<file path="src/rtl/filter_pkg.sv">
// Shared types and helpers for the FIR filter datapath and its feeder.
package filter_pkg;

  localparam int DATAWIDTH = 8;
  localparam int FIR_N     = 4;

  typedef logic signed [DATAWIDTH-1:0] sample_t;

  function automatic int clog2(input int value);
    int r;
    r = 0;
    for (int i = 0; i < 31; i++) begin
      if ((1 << i) < value) r = i + 1;
    end
    return r;
  endfunction

endpackage

</file>
<file path="src/rtl/sync_fifo.sv">
// Single-clock FIFO with occupancy count; no bypass, pushes stall while full.
module sync_fifo
  import filter_pkg::*;
#(
  parameter int W     = 8,
  parameter int DEPTH = 16
) (
  input  logic                        clk,
  input  logic                        rst,
  input  logic                        push_i,
  input  logic [W-1:0]                data_i,
  input  logic                        pop_i,
  output logic [W-1:0]                data_o,
  output logic                        full_o,
  output logic                        empty_o,
  output logic [clog2(DEPTH+1)-1:0]   level_o
);

  localparam int AW = clog2(DEPTH);
  localparam int LW = clog2(DEPTH+1);

  logic [W-1:0]  mem_q [DEPTH];
  logic [AW-1:0] wptr_q, wptr_d;
  logic [AW-1:0] rptr_q, rptr_d;
  logic [LW-1:0] level_q, level_d;
  logic          do_push, do_pop;

  assign full_o  = (level_q == LW'(DEPTH));
  assign empty_o = (level_q == '0);
  assign level_o = level_q;
  assign data_o  = mem_q[rptr_q];

  assign do_push = push_i && !full_o;
  assign do_pop  = pop_i && !empty_o;

  // Power-of-two depth lets the pointers wrap by plain overflow.
  always_comb begin
    wptr_d  = do_push ? wptr_q + AW'(1) : wptr_q;
    rptr_d  = do_pop  ? rptr_q + AW'(1) : rptr_q;
    level_d = level_q + LW'(do_push) - LW'(do_pop);
  end

  always_ff @(posedge clk) begin
    if (rst) begin
      wptr_q  <= '0;
      rptr_q  <= '0;
      level_q <= '0;
    end else begin
      wptr_q  <= wptr_d;
      rptr_q  <= rptr_d;
      level_q <= level_d;
    end
  end

  always_ff @(posedge clk) begin
    if (!rst && do_push) mem_q[wptr_q] <= data_i;
  end

endmodule

</file>
<file path="src/rtl/sample_feeder.sv">
// Buffers bursty samples and releases one to the filter every DIV enabled clocks.
// SAMPLE_FEEDER_HOLD_EN: on underflow x_out holds its last value instead of zero.
module sample_feeder
  import filter_pkg::*;
#(
  parameter int datawidth = DATAWIDTH,
  parameter int DEPTH     = 16,
  parameter int DIV       = 4
) (
  input  logic                        clk,
  input  logic                        rst,
  input  logic                        en,
  input  logic signed [datawidth-1:0] in_data,
  input  logic                        in_valid,
  output logic                        in_ready,
  output logic signed [datawidth-1:0] x_out,
  output logic                        x_strobe,
  output logic                        underflow,
  output logic                        underflow_seen,
  output logic [clog2(DEPTH+1)-1:0]   level
);

  localparam int CW = (DIV > 1) ? clog2(DIV) : 1;

  logic [CW-1:0]        cnt_q, cnt_d;
  logic                 tick;
  logic                 fifo_full, fifo_empty;
  logic [datawidth-1:0] fifo_dat;
  logic [datawidth-1:0] x_out_q, x_out_d;
  logic                 x_strobe_q, underflow_q, underflow_seen_q;

  sync_fifo #(
    .W     (datawidth),
    .DEPTH (DEPTH)
  ) u_fifo (
    .clk     (clk),
    .rst     (rst),
    .push_i  (in_valid),
    .data_i  (in_data),
    .pop_i   (tick),
    .data_o  (fifo_dat),
    .full_o  (fifo_full),
    .empty_o (fifo_empty),
    .level_o (level)
  );

  assign in_ready = !fifo_full;

  always_comb begin
    tick    = en && (cnt_q == CW'(DIV-1));
    cnt_d   = cnt_q;
    x_out_d = x_out_q;
    if (en) cnt_d = tick ? '0 : cnt_q + CW'(1);
    if (tick) begin
      if (!fifo_empty) x_out_d = fifo_dat;
`ifdef SAMPLE_FEEDER_HOLD_EN
      else             x_out_d = x_out_q;
`else
      else             x_out_d = '0;
`endif
    end
  end

  always_ff @(posedge clk) begin
    if (rst) begin
      cnt_q            <= '0;
      x_out_q          <= '0;
      x_strobe_q       <= 1'b0;
      underflow_q      <= 1'b0;
      underflow_seen_q <= 1'b0;
    end else begin
      cnt_q            <= cnt_d;
      x_out_q          <= x_out_d;
      x_strobe_q       <= tick;
      underflow_q      <= tick && fifo_empty;
      underflow_seen_q <= underflow_seen_q || (tick && fifo_empty);
    end
  end

  assign x_out          = x_out_q;
  assign x_strobe       = x_strobe_q;
  assign underflow      = underflow_q;
  assign underflow_seen = underflow_seen_q;

endmodule
</file>
<file path="config.mk">
export PLATFORM = sky130hd
export DESIGN_NAME = sample_feeder
export DESIGN_NICKNAME = d
export VERILOG_FILES = /design/src/rtl/filter_pkg.sv /design/src/rtl/sync_fifo.sv /design/src/rtl/sample_feeder.sv
export SDC_FILE = /design/constraint.sdc
export NUM_CORES = 1
export LEC_CHECK = 0
export ABC_AREA = 1
export BUFFER_PORTS_ARGS = -buffer_cell sky130_fd_sc_hd__buf_2
export CAP_MARGIN = 10
export CORE_MARGIN = 2
export CORE_UTILIZATION = 60
export CTS_BUF_LIST = sky130_fd_sc_hd__clkbuf_8 sky130_fd_sc_hd__clkbuf_16
export DETAILED_ROUTE_END_ITERATION = 10
export PLACE_DENSITY = 0.78
export SLEW_MARGIN = 20
export SYNTH_ARGS = -nofsm -noshare
export SYNTH_HDL_FRONTEND = slang
export SYNTH_SLANG_ARGS = --single-unit
</file>
<file path="constraint.sdc">
create_clock -name clk -period 5.5 [get_ports clk]
set_clock_uncertainty 0.15 [all_clocks]
set_input_delay 0 -clock clk [delete_from_list [all_inputs] [get_ports clk]]
set_output_delay 0 -clock clk [all_outputs]
set_load 0.01 [all_outputs]
</file>
==> results of run 1 <==
==> power by group <==
part	switching, µW	internal (µW)
sequential	23.2	1330
combinational	193	98.5
clock	444	809
total	661	2240
==> cell families (layout without fill, tap and decap cells) <==
| family | count (synthesis) | after routing | share of synthesized area |
|---|---|---|---|
| buffers and inverters | 149 | 196 | 0.0923 |
| XOR/XNOR | 5 | 5 | 0.00639 |
| AO/OA/AOI/OAI | 21 | 21 | 0.0157 |
| AND/OR/NAND/NOR | 351 | 351 | 0.213 |
| adder cells (fa/ha/maj) | 13 | 13 | 0.0248 |
| flip-flops | 158 | 158 | 0.648 |
==> sequential cells by signal, indices dropped and copies added, names as in the netlist, named ones only <==
| register | count |
|---|---|
| x_out | 8 |
| u_fifo.level_o | 5 |
| u_fifo.rptr_q | 4 |
| x_strobe | 1 |
| underflow_seen | 1 |
| u_fifo.mem_q | 128 |
| cnt_q | 2 |
| u_fifo.wptr_q | 4 |
| underflow | 1 |
==> per-layer routing <==
metal,share of wire,vias to the layer above,wire length (µm),global-route usage
met5,0,-,0,0
met4,0.037,0,541,0.155
met3,0.060,40,883,0.0470
met2,0.51,180,7500,0.432
met1,0.39,2195,5690,0.305
li1,-,2292,-,-
==> area by class of cell <==
class | instances | area [µm²] | share of cell area
Clock inverter | 14 | 198 | 0.0254
Timing Repair Buffer | 41 | 265 | 0.0341
Clock buffer | 18 | 439 | 0.0565
Sequential cell | 158 | 4450 | 0.572
Tap cell | 143 | 179 | 0.0230
Multi-Input combinational cell | 390 | 1780 | 0.229
Inverter | 123 | 462 | 0.0594
==> cells in the mapped netlist <==
| library cell | n | area [µm²] |
|---|---|---|
| sky130_fd_sc_hd__nor3_1 | 1 | 5.00 |
| sky130_fd_sc_hd__nand2_2 | 1 | 6.26 |
| sky130_fd_sc_hd__xor2_1 | 3 | 26.3 |
| sky130_fd_sc_hd__a21oi_1 | 12 | 60.1 |
| sky130_fd_sc_hd__dfxtp_1 | 30 | 601 |
| sky130_fd_sc_hd__buf_4 | 1 | 7.51 |
| sky130_fd_sc_hd__nand3_1 | 96 | 480 |
| sky130_fd_sc_hd__buf_2 | 14 | 70.1 |
| sky130_fd_sc_hd__inv_2 | 4 | 15.0 |
| sky130_fd_sc_hd__o31ai_1 | 1 | 7.51 |
| sky130_fd_sc_hd__nand4_1 | 2 | 12.5 |
| sky130_fd_sc_hd__nor3b_1 | 1 | 7.51 |
| sky130_fd_sc_hd__o21ai_0 | 8 | 40.0 |
| sky130_fd_sc_hd__ha_1 | 12 | 150 |
| sky130_fd_sc_hd__nand2_1 | 223 | 837 |
| sky130_fd_sc_hd__inv_1 | 119 | 447 |
| sky130_fd_sc_hd__nand2_4 | 1 | 11.3 |
| sky130_fd_sc_hd__buf_6 | 7 | 78.8 |
| sky130_fd_sc_hd__clkbuf_1 | 4 | 15.0 |
| sky130_fd_sc_hd__or2_2 | 1 | 6.26 |
| sky130_fd_sc_hd__fa_1 | 1 | 20.0 |
| sky130_fd_sc_hd__xnor2_1 | 2 | 17.5 |
| sky130_fd_sc_hd__edfxtp_1 | 128 | 3840 |
| sky130_fd_sc_hd__nor2_1 | 25 | 93.8 |
==> per-stage QoR <==
stage	hold WS, ps	cells	area (µm²)
after floorplan	-66.1	697	6860
after global placement	86.5	844	7020
after detailed placement	92.9	844	7020
after CTS	178	887	7770
after global routing	220	887	7770
final	201	887	7770
==> placed cells by master, fill, tap and decap left out, types with 3 or more instances in the layout <==
cell type	n
sky130_fd_sc_hd__o21ai_0	8
sky130_fd_sc_hd__inv_1	120
sky130_fd_sc_hd__dfxtp_1	29
sky130_fd_sc_hd__xor2_1	3
sky130_fd_sc_hd__clkbuf_16	17
sky130_fd_sc_hd__clkinv_2	5
sky130_fd_sc_hd__buf_2	28
sky130_fd_sc_hd__edfxtp_1	128
sky130_fd_sc_hd__inv_2	4
sky130_fd_sc_hd__bufinv_16	5
sky130_fd_sc_hd__nand2_1	223
sky130_fd_sc_hd__ha_1	12
sky130_fd_sc_hd__nand3_1	96
sky130_fd_sc_hd__dlygate4sd3_1	11
sky130_fd_sc_hd__a21oi_1	12
sky130_fd_sc_hd__nor2_1	25
==> worst min-delay path by stage <==
stage	end	slack (ps)	cells after the start
after floorplan	x_strobe$_SDFF_PP0_	-70	1
after detailed placement	cnt_q[1]$_SDFFE_PP0P_	90	2
final	cnt_q[1]$_SDFFE_PP0P_	200	3
after global routing	cnt_q[1]$_SDFFE_PP0P_	220	3
after CTS	cnt_q[1]$_SDFFE_PP0P_	180	3
after global placement	cnt_q[1]$_SDFFE_PP0P_	90	2
==> timing repair <==
action	4_1_cts	5_1_grt
setup endpoints to repair	0	0
hold buffers	11	0
hold endpoints to repair	142	0
==> critical path, stage by stage, from the launching register on <==
cell and delay [ps]:
sky130_fd_sc_hd__dfxtp_1 350, sky130_fd_sc_hd__inv_1 90, sky130_fd_sc_hd__ha_1 220, sky130_fd_sc_hd__nand4_1 120
sky130_fd_sc_hd__nand2_1 110, sky130_fd_sc_hd__inv_2 130, sky130_fd_sc_hd__ha_1 240, sky130_fd_sc_hd__inv_1 70
sky130_fd_sc_hd__ha_1 180, sky130_fd_sc_hd__inv_1 60, sky130_fd_sc_hd__fa_1 410, sky130_fd_sc_hd__o31ai_1 290
sky130_fd_sc_hd__o21ai_0 120, sky130_fd_sc_hd__a21oi_1 130
==> reports/summary.md, run 1 <==
Placed design
• 0.816 — final weighted congestion of routability-driven global placement
• 2830 ps — setup slack after placement
• 28 — quantity of I/O buffers inserted on ports
• 8890 µm — HPWL after detailed placement

Floorplanning
• 29 — total I/O pin count
• 11,300 µm² — core outline area
• 111 µm — die height
• 0.609 — initial cell density of the core
• 111 µm — die width
• 12,300 µm² — Die Outline Area
• 39 — Placement Rows

Timing
• 0.272 — Max-slew headroom
• 2730 ps — final critical delay including setup and external delays
• 0 — endpoints failing hold
• 0.497 — part of the cycle the worst path needs
• 0 — Setup violations, final
• 0 ps — Sum Neg Setup Slack
• 0 — Slew Viols, Final
• 1090 ps — transition time at the pin with the least slew margin
• 2770 ps — slack of the critical path
• 0.366 GHz — upper clock frequency limit
• no — unrepaired setup endpoints after global routing

Yosys
• 697 — Syn Inst Count
• 6860 µm² — area of the mapped netlist
• 722 — Post-Synthesis Net Count
• 9.84 µm² — synthesized area per cell
• 24 — number of distinct standard cells referenced by the synthesized netlist
• 158 — flip-flop and latch count after synthesis
• 0.648 — Seq/Total Area, Yosys
• 0 — synthesis warning total

Worst setup path
• 2940 ps — critical path data arrival time
• u_fifo.level_o[2]$_SDFF_PP0_ — launch point of the critical path
• u_fifo.level_o[4]$_SDFF_PP0_ — RR Endpoint
• 2770 ps — reg-to-reg slack, setup
• u_fifo.level_o[4]$_SDFF_PP0_ — termination of the worst setup path
• reg2reg — critical path type
• 8 — largest fanout on the critical path
• register — launching element type of the critical path
• register — Critical Path End Type
• 13 — cell depth of the worst flop-to-flop path
• u_fifo.level_o[2]$_SDFF_PP0_ — beginning of the worst register-to-register path
• 5700 ps — endpoint required time on the critical path

Clock network
• sky130_fd_sc_hd__clkbuf_16 — CTS root buffer
• 158 — number of sinks driven by the clock tree
• 17 — clock buffer count from CTS
• 0 — cells resized by post-CTS repair
• 60 ps — clock input transition at the sequential cells of the worst setup and hold paths
• 2 — clock buffer depth
• 420 ps — clock latency of the later-clocked register in the worst-skew pair
• done — CTS tree
• 0 — number of buffers inserted by post-CTS setup repair
• 4 — maximum level of the CTS H-tree

Drt
• 14,600 µm — final wirelength
• 5 — 1st-pass router iterations
• 5.31 — Via density
• 410 — Detailed Route Iter0 Violations
• 0 — final routed DRC violation total
• 4,707 — via count of the routed design
• 16.5 µm — mean routed wirelength per cell
• 0 — count of antenna-violating nets left after detailed routing

Final layout
• 0 — antenna fix cells
• 804 — fill count
• 13.3% — layout overhead on the synthesized area
• 0.0914 — share of final-layout standard cells stronger than drive strength 1
• 0.689 — Layout Utilization
• 756 — Final #Nets

Hold path
• in2reg — kind of path behind the tightest hold check
• en — hold path startpoint

Global routing
• 4,902 — via count of the first global-routing pass
• 0 — grt total ovfl
• 0.255 — global routing usage summed across all routing layers
• 0 — initial antenna violation count
• 23,900 µm — global-route wire length before repair
• 66 — maximum number of pins on one net before global-route repair

Run
• 0 — number of max-cap violations

Pwr
• 0.00342 µW — LEAKAGE
• 373 nW/µm² — power density over the cells
• 361 µV — peak ir drop on the vdd network
• 2900 µW — post-route total power

Run status
• completed — run status

No activity file was read; power rests on OpenSTA's default activity.
==> inputs of run 2 (changes only) <==
==> constraint.sdc (replaced) <==
create_clock -name clk -period 2.85 [get_ports clk]
set_clock_uncertainty 0.15 [all_clocks]
set_input_delay 0 -clock clk [delete_from_list [all_inputs] [get_ports clk]]
set_output_delay 0 -clock clk [all_outputs]
set_load 0.01 [all_outputs]
==> reports/summary.md, run 2 (same netlist as run 1, synthesis figures left out) <==
Final layout
• 128 — max reg flops
• 765 — Final #Nets
• 13.6% — layout overhead on the synthesized area
• u_fifo.mem_q — register with the highest flop count
• sky130_fd_sc_hd__nand2_1 — commonest non-fill, non-tap cell in the layout
• sky130_fd_sc_hd__nand2_1, sky130_fd_sc_hd__edfxtp_1, sky130_fd_sc_hd__inv_1 — commonest cells after routing, fill and taps aside
• 4450 µm² — FF/Latch Area
• 895 — count of non-filler cells in the finished layout
• 0.691 — Layout Utilization
• 825 — fill count
• 0.0957 — share of final-layout standard cells stronger than drive strength 1
• 7790 µm² — final cell area excluding filler cells
• 0 — antenna fix cells
• 1800 µm² — area of the multi-input gates

Hold path
• en — hold path startpoint
• in2reg — kind of path behind the tightest hold check

Worst setup path
• u_fifo.level_o[3]$_SDFF_PP0_ — launch point of the critical path
• 2950 ps — critical path data arrival time
• u_fifo.level_o[3]$_SDFF_PP0_ — beginning of the worst register-to-register path
• 5 — largest fanout on the critical path
• register — launching element type of the critical path
• register — Critical Path End Type
• reg2reg — critical path type
• 3050 ps — endpoint required time on the critical path

Timing
• 0.364 GHz — upper clock frequency limit
• 0.965 — part of the cycle the worst path needs
• 0.430 — Max-slew headroom
• 2750 ps — final critical delay including setup and external delays
• 0 — endpoints failing hold
• 101 ps — slack of the critical path
• 0 — Slew Viols, Final
• 0 — Setup violations, final
• 852 ps — transition time at the pin with the least slew margin

Pwr
• 5420 µW — post-route total power
• 1280 µW — net switching component of the power
• 0.00345 µW — LEAKAGE
• 654 µV — peak ir drop on the vdd network
• 4140 µW — Int Pwr
• 0.120 — combinational group share of total power
• 0.397 — power share of the clock group
• 0.482 — sequential share of power
• 0.237 — Sw Ratio
• 696 nW/µm² — power density over the cells

Floorplanning
• 12,300 µm² — Die Outline Area
• 29 — total I/O pin count
• 39 — Placement Rows
• 111 µm — die width
• 111 µm — die height
• 11,300 µm² — core outline area
• 0.609 — initial cell density of the core

Drt
• 0 — final routed DRC violation total
• 15,100 µm — final wirelength
• 4,779 — via count of the routed design
• 0 — count of antenna-violating nets left after detailed routing
• 16.9 µm — mean routed wirelength per cell
• 479 — Detailed Route Iter0 Violations
• 5.34 — Via density
• 6 — 1st-pass router iterations

Run status
• completed — run status

Clock network
• 17 — clock buffer count from CTS
• sky130_fd_sc_hd__clkbuf_16 — CTS root buffer
• 4 — maximum level of the CTS H-tree
• 60 ps — clock input transition at the sequential cells of the worst setup and hold paths
• done — CTS tree
• 158 — number of sinks driven by the clock tree
• 2 — clock buffer depth
• 420 ps — clock latency of the later-clocked register in the worst-skew pair

Global routing
• 0 — grt total ovfl
• 4,895 — via count of the first global-routing pass
• 44 — maximum number of pins on one net before global-route repair
• 0.259 — global routing usage summed across all routing layers
• 0 — initial antenna violation count
• 0.0487 — GR met3 Demand/Resource
• 24,400 µm — global-route wire length before repair
• 0.425 — met2 GRT Util
• 0.325 — met1 Track Usage GR
• met2 — most used routing layer in global routing

Placed design
• 849 — placed cell count
• 9470 µm — HPWL after detailed placement
• 28 — quantity of I/O buffers inserted on ports
• 7070 µm² — standard cell area after detailed placement
• 69.3 ps — setup slack after placement
• 0.848 — final weighted congestion of routability-driven global placement

Run
• 0 — number of max-cap violations

-- run 2: changes by cell type in the layout (fill, tap and decap cells not counted), moves of 2 or more --
cell	delta
sky130_fd_sc_hd__clkinv_1	+4
sky130_fd_sc_hd__clkinv_2	-2
sky130_fd_sc_hd__buf_4	+8
sky130_fd_sc_hd__clkinvlp_4	-2
sky130_fd_sc_hd__inv_1	+2
sky130_fd_sc_hd__bufinv_16	-2
-- run 2: area by class of cell --
cell class / count / share of cell area
flip-flops and latches: 158 / 0.571
multi-input cells: 390 / 0.231
inverters: 123 / 0.0593
clock buffers: 17 / 0.0546
repair buffers: 50 / 0.0443
well taps: 143 / 0.0230
clock inverters: 14 / 0.0173
-- run 2: critical path: stages, from the launching register on --
cell and delay (ps):
sky130_fd_sc_hd__dfxtp_1 370, sky130_fd_sc_hd__inv_1 90, sky130_fd_sc_hd__ha_1 210, sky130_fd_sc_hd__nand4_1 150, sky130_fd_sc_hd__nand2_2 100, sky130_fd_sc_hd__inv_2 110
sky130_fd_sc_hd__ha_1 230, sky130_fd_sc_hd__inv_1 60, sky130_fd_sc_hd__ha_1 190, sky130_fd_sc_hd__inv_1 70, sky130_fd_sc_hd__fa_1 430, sky130_fd_sc_hd__o31ai_4 260
sky130_fd_sc_hd__o21ai_0 120, sky130_fd_sc_hd__a21oi_1 150
-- run 2: metrics by stage --
stage	hold WS [ps]	setup TNS (ps)
2_1_floorplan	-66.1	0
3_3_place_gp	85.7	0
3_5_place_dp	93.3	0
4_1_cts	182	0
5_1_grt	197	-75.6
6_report	197	0
-- run 2: layer usage --
metal	routed length, µm	vias to the layer above
met1	6230	2244
met3	800	39
li1	-	2315
met2	7470	181
met4	580	0
met5	0	-
-- run 2: power groups by stage --
stage	Clock, µW	Sequential (µW)	Combinational (µW)
2_1_floorplan	0	2670	353
3_3_place_gp	0	2660	520
3_5_place_dp	0	2660	554
4_1_cts	2190	2620	578
5_1_grt	2280	2620	728
6_report	2160	2620	651
-- run 2: final timing paths --
kind | cells past startpoint | slack [ps] | end
worst max-delay path | 13 | 100 | u_fifo.level_o[4]$_SDFF_PP0_
worst min-delay path | 3 | 200 | cnt_q[1]$_SDFFE_PP0P_
worst max register to register | 13 | 100 | u_fifo.level_o[4]$_SDFF_PP0_
worst min register to register | 2 | 300 | x_out[7]$_SDFFE_PP0P_
-- run 2: repair_timing --
action / 4_1_cts / 5_1_grt
gates resized for setup: 0 / 3
setup buffers: 0 / 4
setup endpoints to repair: 0 / 1
hold endpoints to repair: 142 / 0
hold buffers: 11 / 0
==> inputs of run 3 (changes only) <==
--- a/config.mk
+++ b/config.mk
@@ -8,11 +8,11 @@
 export ABC_AREA = 1
 export BUFFER_PORTS_ARGS = -buffer_cell sky130_fd_sc_hd__buf_2
 export CAP_MARGIN = 10
-export CORE_MARGIN = 2
-export CORE_UTILIZATION = 60
+export CORE_MARGIN = 3
+export CORE_UTILIZATION = 55
 export CTS_BUF_LIST = sky130_fd_sc_hd__clkbuf_8 sky130_fd_sc_hd__clkbuf_16
 export DETAILED_ROUTE_END_ITERATION = 10
-export PLACE_DENSITY = 0.78
+export PLACE_DENSITY = 0.75
 export SLEW_MARGIN = 20
 export SYNTH_ARGS = -nofsm -noshare
 export SYNTH_HDL_FRONTEND = slang
==> constraint.sdc (replaced) <==
create_clock -name clk -period 2.4 [get_ports clk]
set_clock_uncertainty 0.15 [all_clocks]
set_input_delay 0 -clock clk [delete_from_list [all_inputs] [get_ports clk]]
set_output_delay 0 -clock clk [all_outputs]
set_load 0.01 [all_outputs]
==> reports/summary.md, run 3 (same netlist as run 1, synthesis figures left out) <==
Run status
• completed — run status

Global routing
• 24,500 µm — global-route wire length before repair
• 0 — initial antenna violation count
• 65 — maximum number of pins on one net before global-route repair
• 4,826 — via count of the first global-routing pass
• 0 — grt total ovfl
• 0.231 — global routing usage summed across all routing layers

Floorplanning
• 118 µm — die width
• 13,800 µm² — Die Outline Area
• 118 µm — die height
• 12,100 µm² — core outline area
• 40 — Placement Rows
• 0.566 — initial cell density of the core
• 29 — total I/O pin count

Hold path
• cnt_q[1]$_SDFFE_PP0P_ — destination of the worst hold path
• 3 — Cells on Worst Hold Path
• en — hold path startpoint
• in2reg — kind of path behind the tightest hold check

Pwr
• 0.00359 µW — LEAKAGE
• 0.256 — Sw Ratio
• 6750 µW — post-route total power
• 0.460 — sequential share of power
• 865 µV — peak ir drop on the vdd network
• 1730 µW — net switching component of the power
• 832 nW/µm² — power density over the cells
• 0.377 — power share of the clock group
• 5030 µW — Int Pwr
• 0.162 — combinational group share of total power

Timing
• 0.430 GHz — upper clock frequency limit
• 0 ps — Sum Neg Setup Slack
• 0.968 — part of the cycle the worst path needs
• no — unrepaired setup endpoints after global routing
• 0 — Setup violations, final
• 2320 ps — final critical delay including setup and external delays
• 0 — Slew Viols, Final
• 607 ps — transition time at the pin with the least slew margin
• 75.7 ps — slack of the critical path
• 0 — endpoints failing hold
• 0.594 — Max-slew headroom

Placed design
• 0.922 — final weighted congestion of routability-driven global placement
• 7240 µm² — standard cell area after detailed placement
• 890 — placed cell count
• 9170 µm — HPWL after detailed placement
• -122 ps — setup slack after placement
• 28 — quantity of I/O buffers inserted on ports

Final layout
• 793 — Final #Nets
• u_fifo.mem_q — register with the highest flop count
• sky130_fd_sc_hd__nand2_1, sky130_fd_sc_hd__edfxtp_1, sky130_fd_sc_hd__inv_1 — commonest cells after routing, fill and taps aside
• 0.161 — share of final-layout standard cells stronger than drive strength 1
• 0 — antenna fix cells
• 8120 µm² — final cell area excluding filler cells
• sky130_fd_sc_hd__nand2_1 — commonest non-fill, non-tap cell in the layout
• 18.4% — layout overhead on the synthesized area
• 128 — max reg flops
• 949 — count of non-filler cells in the finished layout

Worst setup path
• u_fifo.level_o[2]$_SDFF_PP0_ — beginning of the worst register-to-register path
• u_fifo.level_o[4]$_SDFF_PP0_ — RR Endpoint
• register — launching element type of the critical path
• reg2reg — critical path type
• 13 — cell depth of the worst flop-to-flop path
• 2600 ps — endpoint required time on the critical path
• 2520 ps — critical path data arrival time
• 2 — largest fanout on the critical path
• 80 ps — reg-to-reg slack, setup
• register — Critical Path End Type

Run
• 0 — number of max-cap violations

Drt
• 7 — 1st-pass router iterations
• 327 — Detailed Route Iter0 Violations
• 15,400 µm — final wirelength
• 5.17 — Via density
• 16.2 µm — mean routed wirelength per cell
• 0 — final routed DRC violation total
• 0 — count of antenna-violating nets left after detailed routing
• 4,911 — via count of the routed design

Clock network
• 60 ps — clock input transition at the sequential cells of the worst setup and hold paths
• 430 ps — clock latency of the later-clocked register in the worst-skew pair
• 2 — clock buffer depth
• 17 — clock buffer count from CTS
• done — CTS tree
• sky130_fd_sc_hd__clkbuf_16 — CTS root buffer
• 4 — maximum level of the CTS H-tree
• 158 — number of sinks driven by the clock tree

-- run 3: metal layers --
metal / vias to the layer above / wire [µm] / track usage
met1: 2332 / 6200 / 0.276
met4: 0 / 603 / 0.122
li1: 2369 / - / -
met3: 43 / 736 / 0.0428
met2: 167 / 7880 / 0.397
met5: - / 0 / 0
-- run 3: how the worst max path moves through the flow --
| stage | startpoint | to | slack (ps) |
|---|---|---|---|
| floorplan | u_fifo.level_o[2]$_SDFF_PP0_ | u_fifo.level_o[4]$_SDFF_PP0_ | 40 |
| global placement | u_fifo.level_o[2]$_SDFF_PP0_ | u_fifo.level_o[4]$_SDFF_PP0_ | 30 |
| detailed placement | u_fifo.level_o[2]$_SDFF_PP0_ | u_fifo.level_o[4]$_SDFF_PP0_ | -120 |
| CTS | u_fifo.level_o[3]$_SDFF_PP0_ | x_out[4]$_SDFFE_PP0P_ | 10 |
| global route | u_fifo.level_o[2]$_SDFF_PP0_ | u_fifo.level_o[4]$_SDFF_PP0_ | 40 |
| finish | u_fifo.level_o[2]$_SDFF_PP0_ | u_fifo.level_o[4]$_SDFF_PP0_ | 80 |
-- run 3: critical path, stage by stage (launching register included) --
cell	delay, ps
sky130_fd_sc_hd__dfxtp_2	320
sky130_fd_sc_hd__inv_2	80
sky130_fd_sc_hd__ha_4	140
sky130_fd_sc_hd__nand4_1	120
sky130_fd_sc_hd__nand2_2	120
sky130_fd_sc_hd__inv_2	60
sky130_fd_sc_hd__ha_4	210
sky130_fd_sc_hd__inv_2	60
sky130_fd_sc_hd__ha_4	140
sky130_fd_sc_hd__inv_2	30
sky130_fd_sc_hd__fa_2	360
sky130_fd_sc_hd__o31ai_4	190
sky130_fd_sc_hd__o21ai_1	90
sky130_fd_sc_hd__a21oi_1	160
-- run 3: final cells by class --
| cell class | count | area, µm² |
|---|---|---|
| sequential | 158 | 4450 |
| fill | 887 | 3990 |
| inverter | 123 | 464 |
| tap | 168 | 210 |
| multi-input combinational | 390 | 1860 |
| timing repair buffer | 78 | 568 |
| clock buffer | 18 | 450 |
| clock inverter | 14 | 115 |
-- run 3: repair_timing --
action                     in CTS  in global routing
setup endpoints to repair       1                 12
pin swaps                       6                  7
hold buffers                   11                  0
resized for setup              13                 12
buffers inserted               13                  4
hold endpoints to repair      142                  0
-- run 3: per-stage QoR --
step                       util  hold WS, ps
after floorplan               -        -66.1
after global placement    0.598         83.6
after detailed placement  0.598          101
after CTS                 0.665          176
after global routing      0.670          231
final                     0.670          209
-- run 3: power by group through the flow --
| stage | Sequential (µW) | Clock (µW) | Combinational (µW) |
|---|---|---|---|
| after CTS | 3100 | 2580 | 986 |
| final | 3110 | 2550 | 1100 |
| after detailed placement | 3160 | 0 | 688 |
| after floorplan | 3170 | 0 | 421 |
| after global placement | 3150 | 0 | 650 |
| after global routing | 3120 | 2690 | 1180 |
